<file path="config.mk">
export PLATFORM = sky130hd
export DESIGN_NAME = mem_access_unit_flat
export DESIGN_NICKNAME = d
export VERILOG_FILES = /design/src/rtl/mem_pkg.sv /design/src/rtl/mem_access_unit_if.sv /design/src/rtl/mem_access_unit_load_align.sv /design/src/rtl/mem_access_unit.sv /design/src/flat_wrapper.sv
export SDC_FILE = /design/constraint.sdc
export NUM_CORES = 1
export LEC_CHECK = 0
export ABC_AREA = 1
export CORE_MARGIN = 5
export CORE_UTILIZATION = 35
export CTS_CLUSTER_DIAMETER = 50
export DETAILED_ROUTE_END_ITERATION = 10
export GPL_TIMING_DRIVEN = 0
export PLACE_DENSITY = 0.77
export REMOVE_ABC_BUFFERS = 1
export SYNTH_ARGS = -nofsm -noshare
export SYNTH_HDL_FRONTEND = slang
export SYNTH_HIERARCHICAL = 1
export SYNTH_SLANG_ARGS = --single-unit
</file>
<file path="constraint.sdc">
create_clock -name clk -period 2.35 [get_ports clk]
set_input_delay 0.235 -clock clk [delete_from_list [all_inputs] [get_ports clk]]
set_output_delay 0.235 -clock clk [all_outputs]
set_load 0.005 [all_outputs]
</file>
<file path="src/rtl/mem_pkg.sv">
// Shared definitions for the data-memory access unit: access-size and FSM
// encodings, default bus timeout, and small byte-lane helpers.
package mem_pkg;

  typedef enum logic [1:0] {
    SZ_BYTE = 2'b00,
    SZ_HALF = 2'b01,
    SZ_WORD = 2'b10,
    SZ_RSVD = 2'b11   // behaves as a word access
  } size_e;

  typedef enum logic [1:0] {
    ST_IDLE = 2'b00,
    ST_BUSY = 2'b01,
    ST_DONE = 2'b10
  } state_e;

  localparam int DEFAULT_TIMEOUT_CYCLES = 255;

  // Halfwords need an even address, words (and the reserved size) a
  // multiple of four; bytes are always aligned.
  function automatic logic is_misaligned(input size_e size, input logic [1:0] lo);
    logic mis;
    case (size)
      SZ_BYTE: mis = 1'b0;
      SZ_HALF: mis = lo[0];
      default: mis = (lo != 2'b00);
    endcase
    return mis;
  endfunction

  // Byte-lane enables for an aligned access.
  function automatic logic [3:0] byte_enables(input size_e size, input logic [1:0] lo);
    logic [3:0] be;
    case (size)
      SZ_BYTE: be = 4'b0001 << lo;
      SZ_HALF: be = lo[1] ? 4'b1100 : 4'b0011;
      default: be = 4'b1111;
    endcase
    return be;
  endfunction

  // Store data replicated across every lane so the enables pick the right one.
  function automatic logic [31:0] lane_wdata(input size_e size, input logic [31:0] d);
    logic [31:0] w;
    case (size)
      SZ_BYTE: w = {4{d[7:0]}};
      SZ_HALF: w = {2{d[15:0]}};
      default: w = d;
    endcase
    return w;
  endfunction

endpackage

</file>
<file path="src/rtl/mem_access_unit_if.sv">
// Data-memory bus between the access unit (master) and memory (slave).
interface mem_access_unit_if;
  logic        req;
  logic        we;
  logic [31:0] addr;
  logic [3:0]  be;
  logic [31:0] wdata;
  logic        ready;
  logic [31:0] rdata;

  modport master (output req, we, addr, be, wdata, input ready, rdata);
  modport slave  (input req, we, addr, be, wdata, output ready, rdata);
endinterface

</file>
<file path="src/rtl/mem_access_unit_load_align.sv">
// Combinational load aligner: picks the addressed byte/halfword lane out of
// the bus word and zero- or sign-extends it to 32 bits.
module load_align
  import mem_pkg::*;
(
  input  logic [31:0] rdata,
  input  logic [1:0]  lane,
  input  size_e       size,
  input  logic        sign_ext,
  output logic [31:0] data
);

  logic [7:0]  byte_s;
  logic [15:0] half_s;

  // Lane select followed by extension.
  always_comb begin
    byte_s = 8'd0;
    half_s = 16'd0;
    data   = rdata;
    case (lane)
      2'd0:    byte_s = rdata[7:0];
      2'd1:    byte_s = rdata[15:8];
      2'd2:    byte_s = rdata[23:16];
      2'd3:    byte_s = rdata[31:24];
      default: byte_s = 8'd0;
    endcase
    if (lane[1]) begin
      half_s = rdata[31:16];
    end else begin
      half_s = rdata[15:0];
    end
    case (size)
      SZ_BYTE: data = {{24{sign_ext & byte_s[7]}}, byte_s};
      SZ_HALF: data = {{16{sign_ext & half_s[15]}}, half_s};
      default: data = rdata;
    endcase
  end

endmodule

</file>
<file path="src/rtl/mem_access_unit.sv">
// MEM-stage data-memory access unit: turns a load/store from EX/MEM into a
// held bus request, stalls the pipeline until the bus completes, and returns
// an aligned/extended load result. Optional bus timeout: MEM_TIMEOUT_EN.
module mem_access_unit
  import mem_pkg::*;
#(
  parameter int TIMEOUT_CYCLES = DEFAULT_TIMEOUT_CYCLES
) (
  input  logic                      clk,
  input  logic                      CLR,
  input  logic                      op_valid,
  input  logic                      MemRead,
  input  logic                      MemWrite,
  input  logic [1:0]                Size,
  input  logic                      SignExt,
  input  logic [31:0]               Addr,
  input  logic [31:0]               WData,
  mem_access_unit_if.master         dmem,
  output logic                      stall,
  output logic [31:0]               RD,
  output logic                      addr_err,
  output logic                      bus_err
);

  state_e      state_r, state_s;
  logic [31:0] addr_r;
  size_e       size_r;
  logic        sext_r;
  logic        we_r;
  logic [31:0] wdata_r;
  logic [31:0] rd_r;
  logic [31:0] load_data_s;
  logic        mem_op_s;
  logic        misalign_s;
  logic        start_s;
  logic        capture_s;
  logic        tmo_hit_s;

  assign mem_op_s   = op_valid & (MemRead | MemWrite);
  assign misalign_s = is_misaligned(size_e'(Size), Addr[1:0]);
  assign start_s    = (state_r == ST_IDLE) & mem_op_s & ~misalign_s;
  // Only loads write RD; a store (including read+write) leaves it alone.
  assign capture_s  = (state_r == ST_BUSY) & dmem.ready & ~we_r;

  // Misaligned ops are flagged immediately and never reach the bus.
  assign addr_err = (state_r == ST_IDLE) & mem_op_s & misalign_s;
  assign stall    = start_s | (state_r == ST_BUSY);
  assign RD       = rd_r;

  assign dmem.req   = (state_r == ST_BUSY);
  assign dmem.we    = we_r;
  assign dmem.addr  = {addr_r[31:2], 2'b00};
  assign dmem.be    = byte_enables(size_r, addr_r[1:0]);
  assign dmem.wdata = lane_wdata(size_r, wdata_r);

  load_align u_load_align (
    .rdata    (dmem.rdata),
    .lane     (addr_r[1:0]),
    .size     (size_r),
    .sign_ext (sext_r),
    .data     (load_data_s)
  );

  // Next-state logic; DONE lasts one cycle so the pipeline advances once.
  always_comb begin
    state_s = state_r;
    case (state_r)
      ST_IDLE: begin
        if (start_s) begin
          state_s = ST_BUSY;
        end else begin
          state_s = ST_IDLE;
        end
      end
      ST_BUSY: begin
        if (dmem.ready || tmo_hit_s) begin
          state_s = ST_DONE;
        end else begin
          state_s = ST_BUSY;
        end
      end
      ST_DONE: state_s = ST_IDLE;
      default: state_s = ST_IDLE;
    endcase
  end

  // State register, request latches and load-result register.
  always_ff @(posedge clk) begin
    if (CLR) begin
      state_r <= ST_IDLE;
      addr_r  <= 32'd0;
      size_r  <= SZ_BYTE;
      sext_r  <= 1'b0;
      we_r    <= 1'b0;
      wdata_r <= 32'd0;
      rd_r    <= 32'd0;
    end else begin
      state_r <= state_s;
      if (start_s) begin
        addr_r  <= Addr;
        size_r  <= size_e'(Size);
        sext_r  <= SignExt;
        we_r    <= MemWrite;
        wdata_r <= WData;
      end
      if (capture_s) begin
        rd_r <= load_data_s;
      end else if (tmo_hit_s) begin
        rd_r <= 32'd0;
      end
    end
  end

`ifdef MEM_TIMEOUT_EN
  localparam logic [31:0] TMO_LAST = 32'(TIMEOUT_CYCLES - 1);

  logic [31:0] tmo_cnt_r;
  logic        bus_err_r;

  // Last permitted BUSY cycle passed without the bus answering.
  assign tmo_hit_s = (state_r == ST_BUSY) & ~dmem.ready & (tmo_cnt_r == TMO_LAST);
  assign bus_err   = bus_err_r;

  // Per-transfer wait counter and the DONE-cycle error flag.
  always_ff @(posedge clk) begin
    if (CLR) begin
      tmo_cnt_r <= 32'd0;
      bus_err_r <= 1'b0;
    end else begin
      bus_err_r <= tmo_hit_s;
      if (start_s) begin
        tmo_cnt_r <= 32'd0;
      end else if (state_r == ST_BUSY) begin
        tmo_cnt_r <= tmo_cnt_r + 32'd1;
      end
    end
  end
`else
  assign tmo_hit_s = 1'b0;
  assign bus_err   = 1'b0;
`endif

endmodule

</file>
<file path="src/flat_wrapper.sv">
// flat-port wrapper written by rule: the top's interface ports become plain ports
module mem_access_unit_flat import mem_pkg::*;
#(
  parameter int TIMEOUT_CYCLES = DEFAULT_TIMEOUT_CYCLES
)
  (clk, CLR, op_valid, MemRead, MemWrite, Size, SignExt, Addr, WData, stall, RD, addr_err, bus_err, dmem_req, dmem_we, dmem_addr, dmem_be, dmem_wdata, dmem_ready, dmem_rdata);
  mem_access_unit_if dmem_i ();
  input  logic clk;
  input  logic CLR;
  input  logic op_valid;
  input  logic MemRead;
  input  logic MemWrite;
  input  logic [1:0] Size;
  input  logic SignExt;
  input  logic [31:0] Addr;
  input  logic [31:0] WData;
  output logic stall;
  output logic [31:0] RD;
  output logic addr_err;
  output logic bus_err;
  output wire logic [$bits(dmem_i.req)-1:0] dmem_req;
  output wire logic [$bits(dmem_i.we)-1:0] dmem_we;
  output wire logic [$bits(dmem_i.addr)-1:0] dmem_addr;
  output wire logic [$bits(dmem_i.be)-1:0] dmem_be;
  output wire logic [$bits(dmem_i.wdata)-1:0] dmem_wdata;
  input wire logic [$bits(dmem_i.ready)-1:0] dmem_ready;
  input wire logic [$bits(dmem_i.rdata)-1:0] dmem_rdata;
  assign dmem_req = dmem_i.req;
  assign dmem_we = dmem_i.we;
  assign dmem_addr = dmem_i.addr;
  assign dmem_be = dmem_i.be;
  assign dmem_wdata = dmem_i.wdata;
  assign dmem_i.ready = dmem_ready;
  assign dmem_i.rdata = dmem_rdata;
  mem_access_unit #(.TIMEOUT_CYCLES(TIMEOUT_CYCLES)) u_core (.clk(clk), .CLR(CLR), .op_valid(op_valid), .MemRead(MemRead), .MemWrite(MemWrite), .Size(Size), .SignExt(SignExt), .Addr(Addr), .WData(WData), .dmem(dmem_i), .stall(stall), .RD(RD), .addr_err(addr_err), .bus_err(bus_err));
endmodule
</file>
* After elaboration in Yosys (flattened, before gate mapping)
Index checks and enable logic that the tools add are counted.
** Word-level totals
- Logic and storage cells :: 41
- Bits of input ports :: 105
- Output and inout bits :: 105
- Bits in registers :: 102
** Cells by class
- Bitwise gates (word level) :: 12
- Reductions and logical operators :: 5
- Shift operators :: 1
- Eq/ne operators :: 6
- Muxes and demuxes :: 10
** Operator list (number)
- 32-bit one-hot mux with 2 select lines :: 2
- 8-bit one-hot mux with 4 select lines :: 1
- 16-bit two-way mux :: 1
- 1-bit bitwise AND :: 8
- 2-bit by 1-bit equality test with 1-bit output (second input constant) :: 4
- 2-bit logical NOT :: 4
- 4-bit one-hot mux with 2 select lines :: 1
- 2-bit equality test (second input constant) :: 2
- 4-bit two-way mux :: 1
- 2-bit one-hot mux with 2 select lines :: 1
- 1-bit by 2-bit << shifter with 4-bit output (first input constant) :: 1
- 2-bit two-way mux :: 1
- 1-bit inverter :: 2
- 1-bit bitwise OR :: 2
- 1-bit one-hot mux with 2 select lines :: 1
- 2-bit nonzero test :: 1
- 1-bit two-way mux :: 1

* Logic depth before layout (Yosys ltp)
- Depth in word-level cells :: 6
- Gate-level depth with buffers :: 10

* Cells and area by module
The synthesis kept the hierarchy.
** Modules (own cells, without submodules)
- mem_access_unit :: area each 4778.3 um^2, cells each 722, instances 1, seq. area each 2042.0 um^2
- load_align :: area each 888.4 um^2, cells each 168, instances 1, seq. area each 0.0 um^2

* Least setup slack after synthesis
No wires, ideal clock.
- Kind :: register to register
- Start point :: register u_core.addr_r[1]
- End point :: register u_core.rd_r[19] (netlist: u_core/RD[19])
- Data arrival time :: 1280 ps
- Cell stages (with the launch flop) :: 9
- Setup slack :: 954 ps
- Path through :: dfxtp_1 inv_2 nand2_1 nand2_4 nand3_4 buf_2 nand3_2 o21ai_0 nor2_1
** On the way
- Cells in the longest elaborated chain, start to end :: 4
** Ends and longest elaborated chain
- from (decl) :: RTL line mem_access_unit.sv:26 : logic [31:0] addr_r;
- from (signal assigned) :: RTL line mem_access_unit.sv:100 : addr_r <= Addr;
- 2-bit equality test (tied with other cells) :: RTL line mem_access_unit_load_align.sv:21 : case (lane)
- 8-bit one-hot mux with 4 select lines :: RTL line mem_access_unit_load_align.sv:21
- 1-bit bitwise AND :: RTL line mem_access_unit_load_align.sv:34 : SZ_BYTE: data = {{24{sign_ext & byte_s[7]}}, byte_s};
- 32-bit one-hot mux with 2 select lines (*) :: RTL line mem_access_unit_load_align.sv:33 : case (size)
- net u_core.load_data_s[19] :: RTL line mem_access_unit.sv:32 : logic [31:0] load_data_s;
- to (signal assigned) :: RTL line mem_access_unit.sv:107 : rd_r <= load_data_s;
- to (decl) :: RTL line mem_access_unit.sv:31 : logic [31:0] rd_r;
Mark *: on every way through the listed nets, which the timed path passes. The rest lies on a longest branch.
A chain may end at the register's enable or synchronous reset.

* Final worst setup path
- Start point :: input port Size[1]
- End point :: output port stall
** On the way
- Cells in the longest elaborated chain, start to end :: 5
** Ends and longest elaborated chain
- from (decl) :: RTL line flat_wrapper.sv:13 : input logic [1:0] Size;
- 2-bit by 1-bit equality test with 1-bit output / 2-bit logical NOT (equally long branches) :: RTL line mem_pkg.sv:24 : case (size)
- 1-bit one-hot mux with 2 select lines (*) :: RTL line mem_pkg.sv:24
- 1-bit inverter (*) :: RTL line mem_access_unit.sv:41 : assign start_s = (state_r == ST_IDLE) & mem_op_s & ~misalign_s;
- 1-bit bitwise AND (*) :: RTL line mem_access_unit.sv:41
- 1-bit bitwise OR (*) :: RTL line mem_access_unit.sv:47 : assign stall = start_s | (state_r == ST_BUSY);
- to (decl) :: RTL line flat_wrapper.sv:17 : output logic stall;
Mark *: on every way between the ends. The rest lies on a longest branch, timed or not.

==> run summary <==
RUN STATUS
-------------------------------------------------------------------------------------------------
Outcome                                                                              complete, no violations

GLOBAL ROUTING
-------------------------------------------------------------------------------------------------
Number of global-route vias before repair                                                    5398
Number of antenna violations at the first check in global routing                               0
Pin count of the biggest net entering global routing                                           55
GR Overflow Total                                                                               0
Total track usage                                                                           18.6%
Wire length of the first global-routing pass                                              27.5 mm

TIMING
-------------------------------------------------------------------------------------------------
Smallest setup slack after layout                                                          144 ps
Total setup violations reported at the end of the flow                                          0
Maximum clock frequency                                                                 0.453 GHz
Final-report max-slew violation count                                                           0
Final Skew                                                                                8.03 ps
Final period utilization                                                                    93.9%
Worst-margin pin slew                                                                      871 ps
Number of failing hold endpoints at the final stage                                             0
Slew headroom                                                                               41.8%
Minimum clock period                                                                      2210 ps
Setup repair after global routing missed its margin                                            no
Final Hold Slack                                                                           483 ps

POWER
-------------------------------------------------------------------------------------------------
Leak Pwr                                                                                  3.56 nW
PwrDens                                                                                576 nW/µm²
Max rail drop VDD                                                                        0.299 mV

CLOCK NETWORK
-------------------------------------------------------------------------------------------------
H-tree levels                                                                                   3
Clock network latency to the later pin of the worst-skew pair                              350 ps
TritonCTS clock tree                                                                         done
Clock buffer count from CTS                                                                     9
Master cell of the clock root buffer                                                    clkbuf_16
TritonCTS Sinks                                                                               102
Worst-path clk slew                                                                         80 ps
Number of hold buffers added after CTS                                                          0
Maximum clock insertion buffer count                                                            2

WORST HOLD PATH
-------------------------------------------------------------------------------------------------
Class of the worst hold path                                                           reg -> reg
Hold Crit Depth                                                                                 2

FLOORPLANNING
-------------------------------------------------------------------------------------------------
Placeable Area                                                                          15900 µm²
# rows                                                                                         46
Starting Density                                                                            35.7%
Area of the die                                                                         18800 µm²
Die extent in x                                                                            137 µm
Die height                                                                                 137 µm
Ports placed on the boundary                                                                  210

CRITICAL PATH
-------------------------------------------------------------------------------------------------
Crit path launch                                                                          Size[1]
Element type at the critical path end                                                  output pin
Max FO, Critical Path                                                                          23
Worst setup SP type                                                                  primary input
Reg-to-reg endpoint                                                                  u_core/RD[31]$_SDFFE_PP0P_
Sequence of cells on the critical path                                               clkdlybuf4s50_1 > nor2_1 > inv_1 > nand2_4 > nand2_1 > o21ai_0 > clkdlybuf4s50_1
Worst setup path class                                                                  in -> out
Crit path depth                                                                                 7
Data required time at the worst endpoint                                                  2120 ps
Critical path capture point                                                                 stall
Worst R2R Setup Slack                                                                      300 ps
Most frequent cell on the critical path                                              clkdlybuf4s50_1
Buffer and inverter count on the worst path                                                     3
RR Startpoint                                                                        u_core/state_r[0]$_SDFF_PP0_
Largest incremental delay on the critical path                                             550 ps
WP data arrival                                                                           1970 ps
Cell family contributing the most delay on the critical path                         buffers and inverters
Crit-path slowest cell                                                               clkdlybuf4s50_1
Cell depth of the worst flop-to-flop path                                                       6

ROUTING
-------------------------------------------------------------------------------------------------
TritonRoute pass-1 iters                                                                        5
Overall via count from detail_route                                                          5830
Vias per inst                                                                                4.67
Post-route DRC                                                                                  0
Final routed wirelength across all metal layers                                           18.2 mm
Average wire per standard cell                                                            14.6 µm
Post-route antenna net violation count                                                          0
Iteration-0 DRC Markers                                                                       294

PLACE
-------------------------------------------------------------------------------------------------
Routability-driven placement congestion ratio                                               0.869
DPL Wire Length                                                                           12.4 mm
Count of buffers inserted at the top-level ports                                              206
Place WS                                                                                  -294 ps
Placed cell count                                                                            1227

FLOW RUN
-------------------------------------------------------------------------------------------------
Max-cap viol count                                                                              0

SYNTH
-------------------------------------------------------------------------------------------------
Number of storage elements in the synthesis netlist                                           102
Number of distinct library cell variants in the gate-level netlist after synthesis             26
Sequential share of the synthesized area                                                    36.0%
Number of warnings issued by yosys                                                              6
Mean instance size in the synthesized netlist                                            6.37 µm²
Post-Synthesis Cells                                                                          890
Area of the mapped netlist                                                               5670 µm²

CELLS AND AREA
-------------------------------------------------------------------------------------------------
Fill count                                                                                   1617
Final core area utilization                                                                 49.7%
Fraction of layout cells with a size suffix above 1                                         6.68%
Non-filler instance count after layout                                                       1249
Multi-input gate area                                                                    2750 µm²
Synthesis-to-layout area growth                                                             39.4%
Area occupied by registers                                                               2050 µm²
# diodes                                                                                        0
Count of nets after finishing                                                                1133

worst min-delay path, delay by kind of cell (launching register included):
family / cells / cell delay, ps
and+or+nand+nor: 2 / 130
DFF: 1 / 330
per-layer routing:
layer / part of all wire [%] / up-vias / global-route usage [%]
met2: 48 / 221 / 31.4
met4: 1.5 / 0 / 5.27
met5: 0 / - / 0
met3: 11 / 17 / 7.82
met1: 40 / 2618 / 21.5
li1: - / 2974 / -
synthesized netlist by cell type (all sizes together):
| cell type | count | area share, % |
|---|---|---|
| a21oi | 3 | 0.33 |
| buf | 78 | 9.4 |
| clkbuf | 14 | 0.93 |
| clkinv | 1 | 0.066 |
| conb | 1 | 0.066 |
| dfxtp | 102 | 36 |
| inv | 91 | 6.0 |
| nand2 | 213 | 14 |
| nand3 | 118 | 13 |
| nand3b | 1 | 0.13 |
| nor2 | 212 | 15 |
| nor4 | 1 | 0.11 |
| o211ai | 8 | 1.1 |
| o21ai | 47 | 4.2 |
what timing repair did:
| action | CTS | global route |
|---|---|---|
| endpoints found under the setup margin | 61 | 47 |
| pin swaps | 1 | 2 |
| cloned | 1 | 2 |
| resized for setup | 8 | 1 |
| buffers inserted | 2 | 1 |
registers in the layout (all words and copies together), names as in the netlist:
name / cells
u_core/wdata_r: 32
u_core/RD: 32
u_core/dmem.we: 1
u_core/sext_r: 1
u_core/addr_r: 32
u_core/state_r: 2
u_core/size_r: 2
layout by cell type (no fill, tap or decap), types with 3 or more instances in the layout:
cell / count
buf_12: 4
clkbuf_16: 9
clkdlybuf4s50_1: 206
clkinvlp_4: 3
conb_1: 3
dfxtp_1: 99
inv_1: 87
nand2_1: 208
nand2_4: 3
nand3_1: 95
nand3_2: 21
nor2_1: 205
nor2_2: 4
nor2_4: 5
o211ai_1: 8
o21ai_0: 46
worst min-delay path by stage:
| stage | startpoint | endpoint |
|---|---|---|
| final | u_core/addr_r[19]$_SDFFE_PP0P_ | u_core/addr_r[19]$_SDFFE_PP0P_ |
| after global routing | u_core/wdata_r[13]$_SDFFE_PP0P_ | u_core/wdata_r[13]$_SDFFE_PP0P_ |
| after floorplan | CLR | u_core/state_r[0]$_SDFF_PP0_ |
| after CTS | dmem_ready | u_core/state_r[1]$_SDFF_PP0_ |
| after global placement | u_core/addr_r[9]$_SDFFE_PP0P_ | u_core/addr_r[9]$_SDFFE_PP0P_ |
| after detailed placement | u_core/addr_r[6]$_SDFFE_PP0P_ | u_core/addr_r[6]$_SDFFE_PP0P_ |
metrics by stage:
stage,power [mW],TNS [ps],cell area [µm²]
3_3_place_gp,3.08,-125040,7420
2_1_floorplan,2.48,0,5090
5_1_grt,4.83,0,7900
4_1_cts,4.60,0,7870
3_5_place_dp,3.11,-10910,7540
6_report,4.55,0,7900
power breakdown:
group	switching [mW]	internal [mW]	leakage [nW]
registers	0.0940	1.84	0.836
logic	0.570	0.595	2.59
clock network	0.713	0.734	0.134
total	1.38	3.17	3.56
cells by family after synthesis:
group	Yosys count	synth area share (%)
compound gates	58	5.54
buf+inv	184	16.4
flops	102	36.0
other cells	1	0.0662
simple gates	545	42.0
cell type report:
cell class	instances	share of cell area (%)
inverters	92	4.48
repair buffers	214	27.8
flip-flops and latches	102	25.9
clock inverters	7	0.729
clock buffers	9	2.85
multi-input cells	609	34.8
well taps	216	3.42
Note: power is estimated with default switching activity, not from simulation.
